$ cat config.mk
export PLATFORM = sky130hd
export DESIGN_NAME = pipe_cla_addsub
export DESIGN_NICKNAME = d
export VERILOG_FILES = /design/src/rtl/pipe_cla_addsub.sv
export SDC_FILE = /design/constraint.sdc
export NUM_CORES = 1
export LEC_CHECK = 0
export ABC_AREA = 1
export CORE_UTILIZATION = 55
export CTS_CLUSTER_DIAMETER = 40
export DETAILED_ROUTE_END_ITERATION = 10
export GPL_TIMING_DRIVEN = 0
export PLACE_DENSITY = 0.86
export SLEW_MARGIN = 10
export SYNTH_ARGS = -nofsm -noshare
export SYNTH_HDL_FRONTEND = slang
export SYNTH_SLANG_ARGS = --single-unit
$ cat constraint.sdc
create_clock -name clk -period 4.03 [get_ports clk]
set_input_delay 0.806 -clock clk [delete_from_list [all_inputs] [get_ports clk]]
set_output_delay 0.806 -clock clk [all_outputs]
set_load 0.02 [all_outputs]
$ cat src/rtl/pipe_cla_addsub.sv
// Pipelined carry-lookahead adder/subtractor with per-stage valid/ready flow control.
// Optional ovf/zero flags are built only when the CLA_FLAGS_EN macro is defined.
module pipe_cla_addsub #(
  parameter int WIDTH  = 32,
  parameter int BLOCK  = 8,
  parameter int STAGES = 2
) (
  input  logic             clk,
  input  logic             resetn,
  input  logic             in_valid,
  output logic             in_ready,
  input  logic [WIDTH-1:0] a,
  input  logic [WIDTH-1:0] b,
  input  logic             cin,
  input  logic             sub,
  output logic             out_valid,
  input  logic             out_ready,
  output logic [WIDTH-1:0] s,
  output logic             cout,
  output logic             ovf,
  output logic             zero
);

  localparam int NB    = WIDTH / BLOCK;
  localparam int SPS   = NB / STAGES;
  localparam int CHUNK = SPS * BLOCK;

  // Returns {block G, block P, sum} for one BLOCK-bit lookahead slice.
  function automatic logic [BLOCK+1:0] cla_block(input logic [BLOCK-1:0] x,
                                                 input logic [BLOCK-1:0] y,
                                                 input logic             ci);
    logic [BLOCK-1:0] g, p, gg, pp, sm;
    g     = x & y;
    p     = x ^ y;
    gg[0] = g[0];
    pp[0] = p[0];
    sm[0] = p[0] ^ ci;
    for (int i = 1; i < BLOCK; i++) begin
      gg[i] = g[i] | (p[i] & gg[i-1]);
      pp[i] = p[i] & pp[i-1];
      sm[i] = p[i] ^ (gg[i-1] | (pp[i-1] & ci));
    end
    return {gg[BLOCK-1], pp[BLOCK-1], sm};
  endfunction

  // Returns {carry out, sum} for the slices one stage resolves.
  function automatic logic [CHUNK:0] cla_chunk(input logic [CHUNK-1:0] x,
                                               input logic [CHUNK-1:0] y,
                                               input logic             ci);
    logic             c;
    logic [CHUNK-1:0] sm;
    logic [BLOCK+1:0] r;
    c = ci;
    for (int j = 0; j < SPS; j++) begin
      r = cla_block(x[j*BLOCK +: BLOCK], y[j*BLOCK +: BLOCK], c);
      sm[j*BLOCK +: BLOCK] = r[BLOCK-1:0];
      c = r[BLOCK+1] | (r[BLOCK] & c);
    end
    return {c, sm};
  endfunction

  logic [WIDTH-1:0]  w_bx;
  logic              w_c0;
  logic [STAGES-1:0] r_vld;
  logic [STAGES-1:0] w_adv;

  assign w_bx = sub ? ~b : b;
  assign w_c0 = sub ? 1'b1 : cin;

  // Handshake: a transfer happens on a rising edge where valid && ready; a stage
  // advances when it is empty or its successor advances, so ready ripples back
  // combinationally from out_ready and a held result never changes.
  always_comb begin : adv_chain
    logic go;
    go    = !r_vld[STAGES-1] || out_ready;
    w_adv = '0;
    for (int k = STAGES - 1; k >= 0; k--) begin
      if (k != STAGES - 1) go = !r_vld[k] || go;
      w_adv[k] = go;
    end
  end

  assign in_ready = w_adv[0];

  always_ff @(posedge clk or negedge resetn) begin
    if (!resetn) begin
      r_vld <= '0;
    end else begin
      if (w_adv[0]) r_vld[0] <= in_valid;
      for (int k = 1; k < STAGES; k++) begin
        if (w_adv[k]) r_vld[k] <= r_vld[k-1];
      end
    end
  end

  for (genvar k = 0; k < STAGES; k++) begin : g_st
    localparam int DONE = (k + 1) * CHUNK;
    localparam int REM  = WIDTH - DONE;

    logic [CHUNK-1:0] w_x, w_y;
    logic             w_ci, w_vin, w_ld;
    logic [CHUNK:0]   w_res;
    logic [DONE-1:0]  w_s_nxt, r_s;
    logic             r_c;

    if (k == 0) begin : g_src
      assign w_x     = a[CHUNK-1:0];
      assign w_y     = w_bx[CHUNK-1:0];
      assign w_ci    = w_c0;
      assign w_vin   = in_valid;
      assign w_s_nxt = w_res[CHUNK-1:0];
    end else begin : g_src
      assign w_x     = g_st[k-1].g_fwd.r_a[CHUNK-1:0];
      assign w_y     = g_st[k-1].g_fwd.r_b[CHUNK-1:0];
      assign w_ci    = g_st[k-1].r_c;
      assign w_vin   = r_vld[k-1];
      assign w_s_nxt = {w_res[CHUNK-1:0], g_st[k-1].r_s};
    end

    assign w_res = cla_chunk(w_x, w_y, w_ci);
    // Data only moves with a valid token so idle operand wiggles are ignored.
    assign w_ld  = w_adv[k] && w_vin;

    always_ff @(posedge clk or negedge resetn) begin
      if (!resetn) begin
        r_s <= '0;
        r_c <= 1'b0;
      end else if (w_ld) begin
        r_s <= w_s_nxt;
        r_c <= w_res[CHUNK];
      end
    end

    if (REM > 0) begin : g_fwd
      logic [REM-1:0] r_a, r_b, w_ah, w_bh;
      if (k == 0) begin : g_hi
        assign w_ah = a[WIDTH-1:CHUNK];
        assign w_bh = w_bx[WIDTH-1:CHUNK];
      end else begin : g_hi
        assign w_ah = g_st[k-1].g_fwd.r_a[REM+CHUNK-1:CHUNK];
        assign w_bh = g_st[k-1].g_fwd.r_b[REM+CHUNK-1:CHUNK];
      end
      always_ff @(posedge clk or negedge resetn) begin
        if (!resetn) begin
          r_a <= '0;
          r_b <= '0;
        end else if (w_ld) begin
          r_a <= w_ah;
          r_b <= w_bh;
        end
      end
    end
  end

  assign out_valid = r_vld[STAGES-1];
  assign s         = g_st[STAGES-1].r_s;
  assign cout      = g_st[STAGES-1].r_c;

`ifdef CLA_FLAGS_EN
  logic r_ovf, r_zero, w_cmsb;
  // Carry into the MSB recovered from its sum bit and propagate term.
  assign w_cmsb = g_st[STAGES-1].w_res[CHUNK-1] ^ g_st[STAGES-1].w_x[CHUNK-1]
                ^ g_st[STAGES-1].w_y[CHUNK-1];
  always_ff @(posedge clk or negedge resetn) begin
    if (!resetn) begin
      r_ovf  <= 1'b0;
      r_zero <= 1'b0;
    end else if (g_st[STAGES-1].w_ld) begin
      r_ovf  <= w_cmsb ^ g_st[STAGES-1].w_res[CHUNK];
      r_zero <= (g_st[STAGES-1].w_s_nxt == '0);
    end
  end
  assign ovf  = r_ovf;
  assign zero = r_zero;
`else
  assign ovf  = 1'b0;
  assign zero = 1'b0;
`endif

endmodule

==> impl_metrics.ini <==
[clocking]
cts_hold_buf = 0
clock-root-buffer = clkbuf_8
cts_setup_buffers = 0
cts_tree = built
cts_resized = 0
cts_sinks = 84
cts_max_path_buffers = 2
clkTransAtPathRegs_ns = 0.09
htreeDepth = 3
cts_made_buffers = 9
clkLatencyLatePin_ns = 0.35

[yosys]
synthArstFlopShare_pct = 100
syn_avg_cell_area_um2 = 8.26
synth_edf_count = 0
ys_types = 30
synth_cells = 569
synth_seq_area_share_pct = 44.7
yosysWarnings = 0
netlist_area_um2 = 4700
synth-seq-cells = 84
synth_top_flop_cell = dfrtp_1

[pwr]
power_frac_comb_pct = 42.7
power_mw = 3.11
internal_power_mw = 1.92
clockPowerShare_pct = 17.1
cellPowerDensity_nw_per_um2 = 513
p_seq_share_pct = 40.2
total_leakage_power_nw = 3.02
p_sw_share_pct = 38.1
power.switching_mw = 1.19
worst_ir_drop_vdd_mv = 0.281

[timing]
period_minus_slack_ns = 3.43
worst_pin_slew_ns = 0.829
fmax_mhz = 291
setup_violations = 0
finalSetupTns_ns = 0
setup_slack_ns = 0.596
finalHoldViolations = 0
final_max_slew_viol_count = 0
max_slew_margin_pct = 44.7
post-route-period-util_pct = 85.2
skew_ns = 0.0105
rsz0062_at_grt = false

[route]
highest_layer = met4
wl_met2_um = 5790
wire_per_inst_um = 14.4
via_per_inst = 5.14
routed_wl_um = 11400
drt-initial-drc-count = 119
final_antenna_net_count = 0
met3_length_um = 617
vias = 4089
drc = 0
drtPass1Iterations = 4
met1Wirelength_um = 4750

[critical_path]
r2r_start = g_st[0].g_fwd.r_a[1]
critPathLaunchType = input port
setup.worst_path.start = sub
end_kind = flop
path_class = in2reg
critPathArrivalTime_ns = 3.64
cp_max_fo = 10
cp.required_ns = 4.23

[place]
dp_cells = 779
routabilityCongestion = 0.836
portBuffers = 103
hpwlAfterDp_um = 8570
post-place-ws_ns = 0.256

[cells_and_area]
fin_nets = 791
fillers = 621
final_cell_mix = 215 x nand2_1, 102 x clkdlybuf4s50_1, 84 x dfrtp_1
fin_cells = 795
drive_gt1_share_pct = 5.94
diodes = 0
final_common_cell = nand2_1
area_growth_pct = 28.9

[floorplanning]
floorplan.die.height_um = 94.4
io_pins = 107
dieArea_um2 = 8920
core_um2 = 8260
initial_utilization_pct = 56.9
fp.dieW_um = 94.4
rows = 33

[global_routing]
grt_usage_pct = 27.9
grt_pass1_vias = 4194
grt_overflow_total = 0
grt_max_degree = 49
antenna_found_initial = 0
grt_first_pass_wirelength_um = 19000

[run_status]
status = completed

[worst_hold_path]
hp-class = in2async

[run]
cap_violations = 0
## per-layer routing
metal | vias to the layer above | track usage, %
met1 | 1934 | 34.0
met3 | 20 | 3.70
li1 | 2006 | -
met2 | 129 | 49.5
met4 | 0 | 11.7
met5 | - | 0
## layout make-up
cell class	instances	area, µm²	area share (%)
Clock inverter	5	27.5	0.454
Clock buffer	11	141	2.33
Buffer	22	98.8	1.63
Sequential cell	84	2100	34.7
Multi-Input combinational cell	416	2320	38.3
Inverter	48	180	2.97
Timing Repair Buffer	104	1060	17.4
Tap cell	105	131	2.17
## final timing paths
kind | end | slack (ns) | cells after the start
worst max register to register | s[25] | 1.44 | 18
worst min-delay path | s[27] | 0.41 | 1
min in group clk | s[8] | 0.48 | 2
worst max-delay path | g_st[0].r_s[9] | 0.60 | 21
max in group asynchronous | g_st[0].g_fwd.r_b[5] | 3.00 | 2
worst min register to register | s[8] | 0.48 | 2
## stage by stage
stage / hold WS (ns) / area, µm² / utilization (%)
after global routing: 0.444 / 6060 / 73.4
after CTS: 0.426 / 6060 / 73.4
final: 0.414 / 6060 / 73.4
after floorplan: 0.442 / 4700 / -
after global placement: 0.448 / 5870 / 71.0
after detailed placement: 0.458 / 5890 / 71.3
## cells by family after synthesis
kind of cell    count (synthesis)  synth area share (%)
simple gates                  279                  24.5
flops                          84                  44.7
buf+inv                        70                  5.94
compound gates                 55                  6.34
xor+xnor                       44                  8.20
fa+ha+maj                      36                  10.2
other cells                     1                0.0798
## synthesized netlist by cell type (2+ instances only)
cell type	number	share of area [%]
nand2_1	215	17
dfrtp_1	84	45
inv_1	48	3.8
o21ai_0	35	3.7
ha_1	32	8.5
xnor2_1	25	4.7
nor2_1	22	1.8
xor2_1	19	3.5
clkbuf_1	17	1.4
nand3_1	17	1.8
nand2_2	12	1.6
a21oi_1	8	0.85
fa_1	4	1.7
nor3_1	4	0.43
a31oi_1	3	0.40
nand2_4	3	0.72
a21boi_0	2	0.32
a21o_1	2	0.32
buf_4	2	0.32
nand3_2	2	0.43
nand4_1	2	0.27
o21ai_1	2	0.21
o21bai_1	2	0.32
## state kept, by name (all words and copies together), names as in the netlist
name,cells
r_vld,2
g_st.g_fwd.r_b,16
g_st.r_s,16
s,32
g_st.g_fwd.r_a,16
g_st.r_c,1
cout,1
## worst max-delay path, cell delays in order
cell and delay (ns):
buf_6 0.12, clkbuf_1 0.55, xor2_1 0.15, ha_1 0.36, nand2_1 0.09, nand2_1 0.06, nand2_1 0.06, nand2_1 0.05
nand2_1 0.07, nand3_2 0.08, nand2_2 0.08, nand2_2 0.06, nand2_2 0.07, nand2_2 0.06, nand2_2 0.06, nand2_2 0.06
nand2_2 0.07, nand2_4 0.09, fa_1 0.41, xnor2_1 0.16, o21ai_0 0.09
## power by group through the flow
stage               Sequential, mW  Combinational (mW)  Clock, mW
floorplan                     1.40               0.594          0
global placement              1.25                1.27          0
detailed placement            1.26                1.32          0
CTS                           1.25                1.33      0.539
global route                  1.27                1.48      0.567
finish                        1.25                1.33      0.532
Power figures use the tool's default switching activity.
